==> src/rtl/stream_scheduler.sv <==
// stream_scheduler: round-robin mux of per-stream producers onto one filter, in-order return to sinks, zero-stuffing of silent slots
module stream_scheduler #(
    parameter int DWIDTH         = 16,
    parameter int NR_STREAMS     = 13,
    parameter int NR_STREAMS_LOG = 4,
    parameter int STUFF_TIMEOUT  = 8,
    parameter int FIFO_LOG       = 3
) (
    input  logic                         clk,
    input  logic                         rst,
    input  logic [NR_STREAMS-1:0]        src_req,
    output logic [NR_STREAMS-1:0]        src_ack,
    input  logic [NR_STREAMS*DWIDTH-1:0] src_data,
    output logic                         flt_in_req,
    input  logic                         flt_in_ack,
    output logic [DWIDTH-1:0]            flt_in_data,
    input  logic                         flt_out_req,
    output logic                         flt_out_ack,
    input  logic [DWIDTH-1:0]            flt_out_data,
    output logic [NR_STREAMS-1:0]        snk_req,
    input  logic [NR_STREAMS-1:0]        snk_ack,
    output logic [DWIDTH-1:0]            snk_data,
    output logic [NR_STREAMS_LOG-1:0]    in_slot,
    output logic [NR_STREAMS_LOG-1:0]    out_slot,
    output logic [15:0]                  stuff_count
);
    localparam int WW = $clog2(STUFF_TIMEOUT + 2);
    localparam int DEPTH = 1 << FIFO_LOG;
    localparam logic [WW-1:0] TO = WW'(STUFF_TIMEOUT);
    localparam logic [NR_STREAMS_LOG-1:0] LAST = NR_STREAMS_LOG'(NR_STREAMS - 1);
    localparam logic [NR_STREAMS-1:0] ONE = NR_STREAMS'(1);

    typedef enum logic {WAIT, SEND} in_state_e;
    typedef enum logic {RECV, DELIVER} out_state_e;

    in_state_e                 in_state_q, in_state_d;
    out_state_e                out_state_q, out_state_d;
    logic [NR_STREAMS_LOG-1:0] in_slot_q, in_slot_d, out_slot_q, out_slot_d;
    logic [WW-1:0]             wait_cnt_q, wait_cnt_d;
    logic [DWIDTH-1:0]         data_q, data_d, snk_data_q, snk_data_d;
    logic                      tag_q, tag_d;
    logic [15:0]               stuff_q, stuff_d;
    logic [DEPTH-1:0]          fifo_q;
    logic [FIFO_LOG-1:0]       wr_q, rd_q;
    logic [FIFO_LOG:0]         cnt_q;
    logic                      full, empty, push, pop, real_req, stuff;

    function automatic logic [NR_STREAMS_LOG-1:0] nxt(input logic [NR_STREAMS_LOG-1:0] s);
        return s == LAST ? '0 : s + 1'b1;
    endfunction

    assign full        = cnt_q == (FIFO_LOG+1)'(DEPTH);
    assign empty       = cnt_q == '0;
    assign real_req    = src_req[in_slot_q];
    assign stuff       = STUFF_TIMEOUT > 0 && wait_cnt_q == TO && !real_req && !full;
    assign push        = in_state_q == SEND && flt_in_ack;
    assign pop         = flt_out_ack && flt_out_req;
    assign src_ack     = (in_state_q == WAIT && !full) ? ONE << in_slot_q : '0;
    assign flt_in_req  = in_state_q == SEND;
    assign flt_in_data = data_q;
    assign flt_out_ack = out_state_q == RECV && !empty;
    assign snk_req     = out_state_q == DELIVER ? ONE << out_slot_q : '0;
    assign snk_data    = snk_data_q;
    assign in_slot     = in_slot_q;
    assign out_slot    = out_slot_q;
    assign stuff_count = stuff_q;

    // input side: capture a real sample or stuff a zero after the idle timeout, then hand it to the filter
    always_comb begin
        in_state_d = in_state_q;
        in_slot_d  = in_slot_q;
        wait_cnt_d = wait_cnt_q;
        data_d     = data_q;
        tag_d      = tag_q;
        stuff_d    = stuff_q;
        if (in_state_q == WAIT) begin
            if (real_req && !full) begin
                data_d     = src_data[in_slot_q*DWIDTH +: DWIDTH];
                tag_d      = 1'b0;
                in_state_d = SEND;
            end else if (stuff) begin
                data_d     = '0;
                tag_d      = 1'b1;
                stuff_d    = stuff_q + {15'd0, stuff_q != 16'hFFFF};
                in_state_d = SEND;
            end else if (wait_cnt_q != TO) begin
                wait_cnt_d = wait_cnt_q + 1'b1;
            end
        end else if (flt_in_ack) begin
            in_slot_d  = nxt(in_slot_q);
            wait_cnt_d = '0;
            in_state_d = WAIT;
        end
    end

    // output side: pop a tag per filter result, drop stuffed results, hold real ones until the sink takes them
    always_comb begin
        out_state_d = out_state_q;
        out_slot_d  = out_slot_q;
        snk_data_d  = snk_data_q;
        if (pop) begin
            if (fifo_q[rd_q]) begin
                out_slot_d = nxt(out_slot_q);
            end else begin
                snk_data_d  = flt_out_data;
                out_state_d = DELIVER;
            end
        end else if (out_state_q == DELIVER && snk_ack[out_slot_q]) begin
            out_slot_d  = nxt(out_slot_q);
            out_state_d = RECV;
        end
    end

    // state registers and the in-flight tag FIFO
    always_ff @(posedge clk) begin
        if (rst) begin
            in_state_q  <= WAIT;
            out_state_q <= RECV;
            in_slot_q   <= '0;
            out_slot_q  <= '0;
            wait_cnt_q  <= '0;
            data_q      <= '0;
            snk_data_q  <= '0;
            tag_q       <= 1'b0;
            stuff_q     <= '0;
            wr_q        <= '0;
            rd_q        <= '0;
            cnt_q       <= '0;
        end else begin
            in_state_q  <= in_state_d;
            out_state_q <= out_state_d;
            in_slot_q   <= in_slot_d;
            out_slot_q  <= out_slot_d;
            wait_cnt_q  <= wait_cnt_d;
            data_q      <= data_d;
            snk_data_q  <= snk_data_d;
            tag_q       <= tag_d;
            stuff_q     <= stuff_d;
            if (push) begin
                fifo_q[wr_q] <= tag_q;
                wr_q         <= wr_q + 1'b1;
            end
            if (pop) rd_q <= rd_q + 1'b1;
            cnt_q <= cnt_q + {{FIFO_LOG{1'b0}}, push} - {{FIFO_LOG{1'b0}}, pop};
        end
    end
endmodule

==> config.mk <==
export PLATFORM = sky130hd
export DESIGN_NAME = stream_scheduler
export DESIGN_NICKNAME = d
export VERILOG_FILES = /design/src/rtl/stream_scheduler.sv
export SDC_FILE = /design/constraint.sdc
export NUM_CORES = 1
export LEC_CHECK = 0
export ABC_AREA = 1
export CAP_MARGIN = 20
export CORE_AREA = 2 2 133 135
export DETAILED_ROUTE_END_ITERATION = 10
export DIE_AREA = 0 0 135 137
export PLACE_DENSITY = 0.82
export SYNTH_ARGS = -nofsm -noshare
export SYNTH_HDL_FRONTEND = slang
export SYNTH_SLANG_ARGS = --single-unit
==> constraint.sdc <==
create_clock -name clk -period 2.8 [get_ports clk]
set_clock_uncertainty 0.2 [all_clocks]
set_input_delay 0.84 -clock clk [delete_from_list [all_inputs] [get_ports clk]]
set_output_delay 0.84 -clock clk [all_outputs]
set_load 0.01 [all_outputs]
* Word level (Yosys, flattened, before mapping)
Index checks and enable logic that the tools add are counted.
** Word-level totals
- Bits in registers :: 81
- Logic and storage cells :: 101
** Cells by class
- Reduce and logical (&&, ||, !) cells :: 24
- Add/sub/neg operators :: 8
- Bitwise operators :: 5
- Multiplexer cells :: 32
- Shift-type cells :: 3
- Eq/ne operators :: 11
- $lt $le $gt $ge :: 5
** Operators by type and width (count)
- indexed part select 208 x 9 -> 16 bit :: 1
- 2-to-1 mux 4 bit :: 10
- 2-to-1 mux 16 bit :: 2
- 2-to-1 mux 13 bit :: 2
- << shifter 1 x 4 -> 13 bit (first input constant) :: 2
- adder 16 x 1 -> 16 bit :: 1
- == test 4 bit (second input constant) :: 4
- != test 16 bit (second input constant) :: 1
- 2-to-1 mux 1 bit :: 13
- adder 4 x 1 -> 4 bit (second input constant) :: 3
- AND reduction 2 bit :: 6
- < comparator 4 x 5 -> 1 bit (second input constant) :: 2
- logical AND 1 bit :: 9
- binary-select mux 1 bit (select 4 bit) :: 2
- bitwise mux 8 bit :: 1
- < comparator 3 x 4 -> 1 bit (second input constant) :: 2
- != test 2 bit (second input constant) :: 4
- adder 3 x 1 -> 3 bit (second input constant) :: 2
- nonzero test 2 bit :: 3
- NOT 1 bit :: 5
- adder 4 x 1 -> 4 bit :: 1
- zero test 4 bit :: 1
- != test 4 bit (second input constant) :: 1
- AND reduction 4 bit :: 1
- 7 further kinds :: 9

* Logic depth before layout (Yosys ltp)
Gate-level depths: netlist of run 1.
- Depth after elaboration :: 8
- Gate-level depth with buffers :: 14

* Worst setup path before layout of run 1
OpenSTA, ideal clock, no wires.
- Path kind :: reg2out
- Start point :: register in_slot_q[1], in the netlist in_slot[1]
- End point :: output src_ack[12]
- Arrival :: 1.600 ns
- Path slack :: 0.160 ns
- Stages on the path, launching flop included :: 10
- Path buffers :: 3
- Data required time :: 1.760 ns
- Cell sequence :: dfxtp_1 buf_4 inv_2 buf_2 buf_2 ha_1 nand2_1 nor2_1 inv_1 nor2_1
** On the way
- Longest elaborated chain between the ends :: 2
** Ends and longest elaborated chain
- from (decl) :: RTL line 38 : logic [NR_STREAMS_LOG-1:0] in_slot_q, in_slot_d, out_slot_q, out_slot_d;
- from (signal assigned) :: RTL line 132 : in_slot_q <= in_slot_d;
- << shifter 1 x 4 -> 13 bit :: RTL line 58 : assign src_ack = (in_state_q == WAIT && !full) ? ONE << in_slot_q : '0;
- 2-to-1 mux 13 bit :: RTL line 58
- to (decl) :: RTL line 12 : output logic [NR_STREAMS-1:0] src_ack,
Every way passes these cells.

* Worst setup path in the final report of run 1
- Start point :: register in_slot_q[1], in the netlist in_slot[1]
- End point :: output in_slot[1]
** RTL lines
- to (decl) :: RTL line 23 : output logic [NR_STREAMS_LOG-1:0] in_slot,
No word-level cell between the ends.

==> metrics, run 1 <==
status=finished clean; drt pass-1 iters=5; DRC violations left=0; antenna-violating nets left=0; fin area=10,200 µm²; clock latency on the worst-skew pair=0.34 ns; Arr. time, crit path=about 1.7 ns; Max stage delay cell, worst path=clkdlybuf4s50_1; hold slack final=0.279 ns; Sum Neg Setup Slack=0 ns; HP Class=reg2reg; RD Place Congestion=0.914; most frequent cells in the layout=nand2_1, clkdlybuf4s50_1, nand3_1, nor2_1, inv_1; global route total overflow=0; Core Util, Final=0.597; CP delay by family, top=buffers and inverters; initial antenna violation count=1; I/O pin cnt=roughly 340; CTS tree=built; initial drt markers=546; Mapped Area=~6300 µm²; P&R area growth vs syn=61.7%; post-synthesis sequential area ratio=0.270; first-pass GRT wire length=39,000 µm; final setup margin=just under 0.05 ns; worst-path maximum fanout=53; CTS Buf Count=9; internal reg-to-reg setup slack=~0.30 ns; min cycle time layout=between 2 and 3 ns; vias per cell=5.02; Worst Max-Slew Pin Slew=0.941 ns; die area=18,500 µm²; DP Wirelength=19,900 µm; final cell count without fillers=roughly 1,600; #FFs+latches synth=81; final setup fails=0; Global Route Usage Sum=0.265; core box area=roughly 17,000 µm²; clk sinks=81; ANT cells=0; DR WL/cell=15.9 µm; Mapped Cells=1,047; pwr dens=553 nW/µm²; worst vdd ir=roughly 340 µV; clk root buf=clkbuf_16; Slew Viols, Final=0; synth unique cells=39; Via Count=8,039; period utilization=0.983; FFs w/ async S/R, synth=0; FP Rows=48; clk buf depth=2; WP buf/inv=2; Syn. warnings=0; cell total after placement=1,585; syn avg cell area=about 6 µm²; H-tree levels=3; share of cells above drive strength 1=0.0632; Die W=approximately 140 µm; total wire length=25,500 µm; Overall Power=5.63 mW; CP Launch Type=flip-flop; Max Cap Viol=0; Post-synth EDFFs=8; largest net degree at the start of global routing=98; chip height=about 140 µm; Reg clk slew, reported paths=0.06 ns; Net Count, Synth=about 1,300; Most used DFF post-synth=dfxtp_1; Placed Instance Area=between 9000 and 10,000 µm²; Max Fclk=363 MHz; port buffer count=~340; leakage=about 4.3 nW; commonest non-fill, non-tap cell in the layout=nand2_1; worst-path cell chain=clkbuf_8 -> clkdlybuf4s50_1; Slew headroom=0.373; worst slack, placed=-0.0553 ns; crit path kind=reg2out; CP max stage delay=between 0.6 and 0.7 ns; nets=approximately 1,700; vias in the first global route=between 7,000 and 8,000; Setup crit end kind=output pin; Req. time, crit path=approximately 1.8 ns; Initial Util=0.369; Final Hold Viols=0
==> cell usage after synthesis, types with 4 or more instances <==
cell        n  area [µm²]
a211oi_1    8        60.1
a21oi_1    73         365
a31oi_1    15        93.8
buf_2      20         100
buf_4      13        97.6
buf_6       6        67.6
clkbuf_1   18        67.6
dfxtp_1    73        1460
edfxtp_1    8         240
ha_1       25         313
inv_1      77         289
inv_2       4        15.0
nand2_1   317        1190
nand2_2     4        25.0
nand3_1   133         666
nand4_1     8        50.1
nor2_1    124         465
nor3_1     16        80.1
o21ai_0    54         270
o21ai_1     6        30.0
o22ai_1    10        62.6
or2_1       6        37.5
xor2_1      8        70.1
==> sequential cells by signal (all words and copies together), names as in the netlist, 3 cells and up <==
register,count
stuff_count,16
rd_q,3
snk_data,16
out_slot,4
fifo_q,8
in_slot,4
cnt_q,4
flt_in_data,16
wr_q,3
wait_cnt_q,4
==> cells by family after synthesis <==
group / Yosys count / synth area share
DFF: 81 / 0.270
AOI/OAI and AO/OA: 169 / 0.144
and+or+nand+nor: 618 / 0.415
adders and majority gates: 26 / 0.0529
buffers and inverters: 143 / 0.105
xor gates and xnor gates: 10 / 0.0139
==> final timing paths <==
path                       start              end  depth (start not counted)
setup / recovery      in_slot[1]       in_slot[1]                          2
hold / removal    flt_in_data[2]   flt_in_data[2]                          2
setup reg to reg      in_slot[0]  flt_in_data[12]                          9
hold reg to reg   flt_in_data[2]   flt_in_data[2]                          2
==> area by class of cell <==
class	instances	area (µm²)
fillers	1612	6870
multi-input cells	823	3950
repair buffers	374	3640
flip-flops and latches	81	1710
inverters	83	314
well taps	225	282
clock buffers	11	233
clock inverters	5	56.3
==> per-layer routing <==
metal  GRT usage  up-vias  wire (µm)
li1            -     4078          -
met1       0.332     3600      10800
met2       0.444      302      12100
met3      0.0659       57       1860
met4      0.0938        2        834
met5           0        -         13
==> what timing repair did <==
item                                    in CTS  in global routing
buffers inserted                             0                  1
pin swaps                                    0                  1
endpoints found under the setup margin      24                 16
hold buffers                                 0                  0
resized for setup                           32                 29
gates cloned                                 0                  0
==> report_power, final <==
part | internal, mW | total (mW) | switching [mW]
sequential | 1.42 | 1.57 | 0.156
clock | 0.690 | 1.16 | 0.474
combinational | 1.34 | 2.89 | 1.55
total | 3.45 | 5.63 | 2.18
==> worst min-delay path: cells and delay by family (launching register included) <==
kind            cells  cell delay (ns)
compound gates      1             0.06
simple gates        1             0.07
flops               1             0.30
No activity file was read; power rests on OpenSTA's default activity.
==> run 2: changes to the inputs <==
--- a/config.mk
+++ b/config.mk
@@ -8,8 +8,10 @@
 export ABC_AREA = 1
 export CAP_MARGIN = 20
 export CORE_AREA = 2 2 133 135
+export CTS_BUF_LIST = sky130_fd_sc_hd__clkbuf_4 sky130_fd_sc_hd__clkbuf_8 sky130_fd_sc_hd__clkbuf_16
 export DETAILED_ROUTE_END_ITERATION = 10
 export DIE_AREA = 0 0 135 137
+export GPL_TIMING_DRIVEN = 0
 export PLACE_DENSITY = 0.82
 export SYNTH_ARGS = -nofsm -noshare
 export SYNTH_HDL_FRONTEND = slang
==> run 2 against run 1 <==
Global-route usage increased by 3.9 points. Hold slack improved by 0.0026 ns. Count of clock-buffer cells in the layout decreased by 2. Highest routed layer unchanged.
==> metrics, run 2 (synthesized netlist as in run 1, its figures left out) <==
clk sinks=a little over 80; FP Rows=48; Sum Neg Setup Slack=0 ns; Slew Viols, Final=0; Max Fclk=367 MHz; flip-flop and latch area=about 1700 µm²; final setup margin=0.0768 ns; final cell count without fillers=1,631; die area=roughly 18,000 µm²; Core Util, Final=0.613; port buffer count=around 340; most frequent cells in the layout=nand2_1, clkdlybuf4s50_1, nand3_1, nor2_1, a21oi_1; period utilization=0.973; DR WL/cell=18.0 µm; CTS tree=built; Initial Util=0.369; global route total overflow=0; pwr dens=559 nW/µm²; cell total after placement=1,608; first-pass GRT wire length=approximately 44,000 µm; vias in the first global route=7,972; clk buf depth=2; Reg clk slew, reported paths=0.06 ns; nets=about 1,700; commonest non-fill, non-tap cell in the layout=nand2_1; ANT cells=0; Setup crit end kind=output pin; vias per cell=slightly above 5; Max Cap Viol=0; HP Class=reg2reg; clk root buf=clkbuf_16; worst slack, placed=-0.786 ns; Final Hold Viols=0; antenna-violating nets left=0; share of cells above drive strength 1=0.0932; final setup fails=0; worst-path maximum fanout=19; core box area=17,100 µm²; Worst Max-Slew Pin Slew=approximately 0.8 ns; initial antenna violation count=2; Global Route Usage Sum=0.304; multi-input logic area=4030 µm²; status=finished clean; Slew headroom=0.467; number of fillers in the final layout=1,611; H-tree levels=3; Arr. time, crit path=1.68 ns; DP Wirelength=23,500 µm; P&R area growth vs syn=66.2%; RD Place Congestion=0.981; Die W=about 140 µm; CTS Buf Count=9; drt pass-1 iters=5; Overall Power=slightly below 6 mW; I/O pin cnt=338; DRC violations left=0; CP Launch Type=flip-flop; clock latency on the worst-skew pair=about 0.34 ns; largest net degree at the start of global routing=20; Req. time, crit path=1.76 ns; chip height=137 µm; initial drt markers=633; worst vdd ir=between 300 and 400 µV; min cycle time layout=~2.7 ns; leakage=about 4.5 nW; Via Count=8,472; crit path kind=reg2out; total wire length=29,300 µm
==> run 2: worst max-delay path, cell delays in order (launching register included) <==
cell and delay (ns):
dfxtp_2 0.36, inv_2 0.11, clkbuf_16 0.20, ha_1 0.17
inv_1 0.06, nor3_2 0.17, clkdlybuf4s15_1 0.26
==> run 2: metrics by stage <==
stage | area (µm²) | hold slack [ns]
floorplan | 6300 | 0.259
global placement | 9940 | 0.270
detailed placement | 9940 | 0.274
CTS | 10400 | 0.285
global route | 10500 | 0.304
finish | 10500 | 0.282
==> run 2: routing by layer <==
metal / wire length, µm / track usage / part of all wire
met5: 13 / 0 / 0.00044
met4: 889 / 0.109 / 0.030
met3: 2570 / 0.0767 / 0.088
met2: 13800 / 0.509 / 0.47
met1: 12000 / 0.381 / 0.41
==> run 2: power by group <==
| part | switching [mW] | internal, mW |
|---|---|---|
| sequential | 0.202 | 1.42 |
| clock | 0.507 | 0.698 |
| combinational | 1.65 | 1.38 |
==> run 2: path summary, 6_finish.rpt <==
kind | from | cells after the start | slack (ns) | to
min | flt_in_data[11] | 2 | 0.28 | flt_in_data[11]
min reg2reg | flt_in_data[11] | 2 | 0.28 | flt_in_data[11]
max | in_slot[2] | 6 | 0.08 | src_ack[11]
max reg2reg | in_slot[1] | 9 | 0.24 | flt_in_data[4]
==> run 2: what timing repair did <==
item / in CTS / in global routing
endpoints found under the setup margin: 26 / 17
pin swaps: 3 / 3
hold buffers: 0 / 0
resized for setup: 103 / 33
setup buffers: 8 / 3
cloned: 1 / 0
==> run 2: final cells by class <==
type	instances	area share
repair buffers	348	0.326
inverters	83	0.0317
flip-flops and latches	81	0.164
multi-input cells	823	0.386
well taps	225	0.0269
clock buffers	9	0.0215
plain buffers	55	0.0364
clock inverters	7	0.00729
